$ cat config.mk
export PLATFORM = sky130hd
export DESIGN_NAME = uart_frame_decoder
export DESIGN_NICKNAME = d
export VERILOG_FILES = /design/src/rtl/uart_frame_decoder.sv
export SDC_FILE = /design/constraint.sdc
export NUM_CORES = 1
export LEC_CHECK = 0
export ABC_CLOCK_PERIOD_IN_PS = 3700
export BUFFER_PORTS_ARGS = -buffer_cell sky130_fd_sc_hd__clkbuf_2
export CAP_MARGIN = 0
export CORE_MARGIN = 1.5
export CORE_UTILIZATION = 45
export CTS_BUF_LIST = sky130_fd_sc_hd__clkbuf_2 sky130_fd_sc_hd__clkbuf_4 sky130_fd_sc_hd__clkbuf_8
export DETAILED_ROUTE_END_ITERATION = 7
export GPL_ROUTABILITY_DRIVEN = 0
export SYNTH_ARGS = -nofsm -noshare
export SYNTH_HDL_FRONTEND = slang
export SYNTH_SLANG_ARGS = --single-unit
$ cat constraint.sdc
create_clock -name clock -period 3.7 [get_ports clock]
set_input_delay 0.185 -clock clock [delete_from_list [all_inputs] [get_ports clock]]
set_output_delay 0.185 -clock clock [all_outputs]
set_load 0.01 [all_outputs]
$ cat src/rtl/uart_frame_decoder.sv
// Framed byte-stream decoder: SOF, LEN, payload[LEN], CSUM; releases only checksum-verified payloads.
// Optional inter-byte timeout enabled by defining FRAME_TIMEOUT_EN.
module uart_frame_decoder #(
   parameter int unsigned      WIDTH          = 8,
   parameter logic [WIDTH-1:0] SOF            = 8'hA5,
   parameter int unsigned      MAX_LEN        = 16,
   parameter int unsigned      TIMEOUT_CYCLES = 1000
) (
   input  logic             clock,
   input  logic             resetn,
   input  logic [WIDTH-1:0] in_data,
   input  logic             in_valid,
   output logic             in_ready,
   output logic [WIDTH-1:0] out_data,
   output logic             out_valid,
   input  logic             out_ready,
   output logic             out_last,
   output logic             frame_ok,
   output logic             frame_err,
   output logic [1:0]       err_code,
   output logic             busy
);

   localparam int unsigned      PW        = $clog2(MAX_LEN + 1);
   localparam int unsigned      AW        = (MAX_LEN > 1) ? $clog2(MAX_LEN) : 1;
   localparam logic [WIDTH-1:0] MAX_LEN_W = WIDTH'(MAX_LEN);

   if (MAX_LEN < 1 || PW > WIDTH || TIMEOUT_CYCLES < 2) begin : g_bad_params
      $error("uart_frame_decoder: unsupported parameter combination");
   end

   typedef enum logic [2:0] {S_HUNT, S_LEN, S_BODY, S_CHECK, S_DRAIN} state_t;
   typedef enum logic [1:0] {ERR_NONE, ERR_LEN, ERR_CSUM, ERR_TIMEOUT} err_t;

   state_t           state_q, state_n;
   err_t             code_q, code_n;
   logic             ok_q, ok_n, err_q, err_n;
   logic [PW-1:0]    len_q, wr_q, rd_q;
   logic [PW-1:0]    len_last;
   logic [WIDTH-1:0] sum_q, csum_total;
   logic [WIDTH-1:0] payload_mem [MAX_LEN];
   logic             accept, drain_xfer, timeout_hit;

   assign in_ready   = (state_q != S_DRAIN);
   assign out_valid  = (state_q == S_DRAIN);
   assign busy       = (state_q != S_HUNT);
   assign accept     = in_valid && in_ready;
   assign len_last   = len_q - PW'(1);
   assign csum_total = sum_q + in_data;
   assign out_data   = out_valid ? payload_mem[rd_q[AW-1:0]] : '0;
   assign out_last   = out_valid && (rd_q == len_last);
   assign drain_xfer = out_valid && out_ready;
   assign frame_ok   = ok_q;
   assign frame_err  = err_q;
   assign err_code   = code_q;

`ifdef FRAME_TIMEOUT_EN
   localparam int unsigned TW = $clog2(TIMEOUT_CYCLES + 1);
   logic [TW-1:0] idle_q;
   logic          in_frame;

   // Counts idle clocks only while a frame is being assembled; any accepted byte restarts it.
   assign in_frame    = (state_q == S_LEN) || (state_q == S_BODY) || (state_q == S_CHECK);
   assign timeout_hit = in_frame && !accept && (idle_q == TW'(TIMEOUT_CYCLES - 1));

   always_ff @(posedge clock or negedge resetn) begin
      if (!resetn)                idle_q <= '0;
      else if (accept || !in_frame) idle_q <= '0;
      else                        idle_q <= idle_q + TW'(1);
   end
`else
   assign timeout_hit = 1'b0;
`endif

   always_comb begin
      state_n = state_q;
      ok_n    = 1'b0;
      err_n   = 1'b0;
      code_n  = ERR_NONE;
      case (state_q)
         S_HUNT:  if (accept && in_data == SOF) state_n = S_LEN;
         S_LEN:
            if (accept) begin
               if (in_data > MAX_LEN_W) begin
                  err_n   = 1'b1;
                  code_n  = ERR_LEN;
                  state_n = S_HUNT;
               end else if (in_data == '0) begin
                  state_n = S_CHECK;
               end else begin
                  state_n = S_BODY;
               end
            end
         S_BODY:  if (accept && wr_q == len_last) state_n = S_CHECK;
         S_CHECK:
            if (accept) begin
               if (csum_total == '0) begin
                  ok_n    = 1'b1;
                  state_n = (len_q == '0) ? S_HUNT : S_DRAIN;
               end else begin
                  err_n   = 1'b1;
                  code_n  = ERR_CSUM;
                  state_n = S_HUNT;
               end
            end
         S_DRAIN: if (drain_xfer && out_last) state_n = S_HUNT;
         default: state_n = S_HUNT;
      endcase
      if (timeout_hit) begin
         err_n   = 1'b1;
         code_n  = ERR_TIMEOUT;
         state_n = S_HUNT;
      end
   end

   always_ff @(posedge clock or negedge resetn) begin
      if (!resetn) begin
         state_q <= S_HUNT;
         ok_q    <= 1'b0;
         err_q   <= 1'b0;
         code_q  <= ERR_NONE;
         len_q   <= '0;
         wr_q    <= '0;
         rd_q    <= '0;
         sum_q   <= '0;
      end else begin
         state_q <= state_n;
         ok_q    <= ok_n;
         err_q   <= err_n;
         code_q  <= code_n;
         case (state_q)
            S_LEN:
               if (accept) begin
                  len_q <= in_data[PW-1:0];
                  sum_q <= in_data;
                  wr_q  <= '0;
               end
            S_BODY:
               if (accept) begin
                  sum_q <= csum_total;
                  wr_q  <= wr_q + PW'(1);
               end
            S_CHECK: if (accept) rd_q <= '0;
            S_DRAIN: if (drain_xfer) rd_q <= rd_q + PW'(1);
            default: ;
         endcase
      end
   end

   // Payload storage is deliberately not reset; only checksum-verified data is ever read out.
   always_ff @(posedge clock) begin
      if (state_q == S_BODY && accept) payload_mem[wr_q[AW-1:0]] <= in_data;
   end

endmodule

==> impl_results.md <==
- Status: complete, no violations
- Worst slew pin tran: 0.9453 ns
- Post-cts resize count: 0
- Max Clock Freq: between 300 and 400 MHz
- Slew headroom: between 30% and 40%
- Fin cells: 663
- Die width: 126.5 um
- DRT iter0 DRCs: between 200 and 300
- Async S/R FF share, synth: roughly a fifth
- Critical hold path startpoint: out_ready
- Worst path most repeated cell: or4b_1
- Num CTS Buffers: 17
- First-pass GRT wire length: ~22 mm
- Grt ovf: 0
- Number of global-route vias before repair: roughly 3700
- Peak VDD IR: about 0.27 mV
- Post-synth EDFFs: roughly 130
- CTS tree: built
- Hold Path Class: input port to flop
- Final period demand of the worst path: 2.856 ns
- Site row count: 44
- Drt wl/cell: approximately 22 um
- Sequential cell area fraction in the yosys report: 66.98%
- Worst path arrival time: ~3.2 ns
- Worst path cell trace: ha_1, fa_1, a211oi_2, or4b_1, o2111ai_1, or4_1, or4b_1, a21oi_1
- Share of cells above drive strength 1: 26.51%
- Overall die area: approximately 16000 um^2
- Buf/Inv on CP: 0
- Worst Path Required: a little over 4 ns
- Worst hold stages: 3
- Die Ht: about 130 um
- N_diodes: 0
- Post-route DRC: 0
- Core Box Area: 14700 um^2
- Area grow syn2layout: 12.77%
- Post-Route Setup TNS: 0 ns
- Setup CP Type: flop to flop
- Pwr/cell area: between 500 and 600 nW/um^2
- Filler cell count: around 1200
- Yosys warns: 0
- Hold Fails Final Rpt: 0
- Fin crit share: 77.19%
- Syn_nets: 442
- Initial antenna violation count: 0
- Met2 Use GR: approximately a third
- Critical path capture point type: flop
- Clk root buf: clkbuf_8
- Final-stage net count: slightly below 500
- Drt total wl: between 10 and 15 mm
- Leakage: 2.675 nW
- Crit path largest cell delay: roughly 0.53 ns
- Worst reg2reg endpoint: state_q[2]
- Max cap viols: 0
- R2R setup slack: 0.84 ns
- Routed Antenna Nets: 0
- DRT Pass-1 Iters: 5
- Crit Path Max Fanout: 3
- Syn Area/Cell: around 16 um^2
- Netlist Area Pre-Place: around 6900 um^2
- CTS clk-pin slew, worst paths: 0.08 ns
- Final setup viols: 0
- Reg2Reg Depth: 8
- Slew Limit Fails: 0
- Post-cts hold buffer count: 1
- Drt via density: 5.695
- Levels on crit path: 8
- Post-CTS setup repair buffer count: 0
- Layout Skew: slightly above 0.007 ns
- Met1 GRT Util: 26.52%
- Reg2reg start: sum_q[0]
- Clock Tree Buf Depth: 2
- Prevailing post-synth register cell: edfxtp_1
- Startpoint types: flop
- CP max stage cell: or4_1
- Met3 Usage GRT: between 5 and 6%
- Clock Sinks: 158
- Yosys cell types: between 40 and 50
- Grt peak-use layer: met2
- Total GRT Usage: 19.83%
- Placed cells: ~630
- Syn Inst Count: 416
- HPWL after DPL: ~10 mm
- Post-synthesis register bit count: 158
- Routed vias: 3776
- Worst skew pair latency: ~0.45 ns
- Initial core utilization: 46.66%
- Hold endpoint: rd_q[0]
- Crit path max-delay family: simple AND/OR/NAND/NOR gates
- # IOs: 28
- # port buffers: 27
- H-tree levels: 4
- Largest net degree at the start of global routing: 38
- RSZ-0062 raised after global routing: no
layout make-up:
class	instances	area, um^2	area share (%)
inverters	7	26.28	0.3397
flip-flops and latches	158	4596	59.41
repair buffers	49	315.3	4.076
well taps	184	230.2	2.976
clock inverters	11	142.6	1.844
clock buffers	20	256.5	3.316
multi-input cells	234	2168	28.03
cell usage after synthesis, drive strengths merged, types with 4 or more instances:
| master | count | share of area [%] |
|---|---|---|
| nand4 | 4 | 0.36 |
| clkbuf | 8 | 0.44 |
| inv | 7 | 0.38 |
| edfxtp | 128 | 56 |
| nand2 | 27 | 1.5 |
| mux2 | 4 | 0.66 |
| dfrtp | 30 | 11 |
| ha | 13 | 2.4 |
| mux4 | 40 | 13 |
| mux2i | 7 | 1.0 |
| nand2b | 4 | 0.36 |
| xor2 | 14 | 1.8 |
| and2 | 9 | 0.82 |
| xnor2 | 12 | 1.5 |
| nor2 | 37 | 2.0 |
| a21oi | 6 | 0.44 |
| buf | 9 | 0.58 |
| nor3 | 11 | 0.80 |
| o21ai | 14 | 1.0 |
stage by stage:
step           setup slack (ns)  hold slack, ns  total power, mW  util (%)  area, um^2
2_1_floorplan             1.034         -0.1106            2.674         -        6859
3_3_place_gp             0.8890          0.2997            2.841     49.84        7326
3_5_place_dp             0.8091          0.3004            2.860     49.84        7326
4_1_cts                  0.8476        0.009001            4.147     52.62        7735
5_1_grt                  0.6336         0.01124            4.329     52.62        7735
6_report                 0.8439         0.02554            4.115     52.62        7735
registers in the layout, summed over array words and instances (netlist names):
name	cells
state_q	3
err_code	2
frame_err	1
len_q	5
frame_ok	1
wr_q	5
payload_mem	128
sum_q	8
rd_q	5
layer usage:
layer | vias to the layer above | share of wire (%)
li1 | 1711 | -
met1 | 1937 | 43
met2 | 111 | 50
met3 | 17 | 5.3
met4 | 0 | 1.5
met5 | - | 0
worst register-to-register path: cells and delay by family (launching register included):
kind            cells  cell delay, ns
fa+ha+maj           2            0.64
flops               1            0.38
simple gates        3            1.17
compound gates      3            0.59
worst max-delay path by stage:
| stage | endpoint | slack (ns) | start |
|---|---|---|---|
| 2_1_floorplan | state_q[2] | 1.03 | sum_q[0] |
| 3_3_place_gp | state_q[2] | 0.89 | in_data[0] |
| 3_5_place_dp | state_q[2] | 0.81 | in_data[1] |
| 4_1_cts | state_q[2] | 0.85 | sum_q[0] |
| 5_1_grt | state_q[2] | 0.63 | sum_q[0] |
| 6_report | state_q[2] | 0.84 | sum_q[0] |
placed cells by master (no fill, tap or decap), types with 3 or more instances in the layout:
cell	Yosys	routed
clkbuf_4	0	3
inv_1	7	7
nor3_1	11	11
nand3_1	3	3
xor2_1	14	14
nand2b_1	4	4
clkinvlp_4	0	3
nand2_1	27	27
clkbuf_8	0	17
bufinv_16	0	3
and2_1	9	9
nor2_1	37	37
nand4_1	4	4
buf_4	0	20
edfxtp_1	128	128
clkbuf_2	0	27
dfrtp_1	30	29
o21ai_0	14	14
mux2i_1	7	7
xnor2_1	12	12
a21oi_1	6	6
mux4_2	40	40
mux2_2	4	4
ha_1	13	13
power breakdown:
group / switching [mW] / internal, mW
clock network: 0.613 / 0.682
registers: 0.0846 / 2.01
logic: 0.399 / 0.324
kinds of logic after synthesis:
logic type,Yosys count,synth area share (%)
DFF,158,66.98
and+or+nand+nor,110,7.771
muxes,51,14.81
AOI/OAI and AO/OA,33,3.047
xor gates and xnor gates,26,3.320
buffers and inverters,24,1.405
adders and majority gates,14,2.663
(Power assumes the default switching activity.)
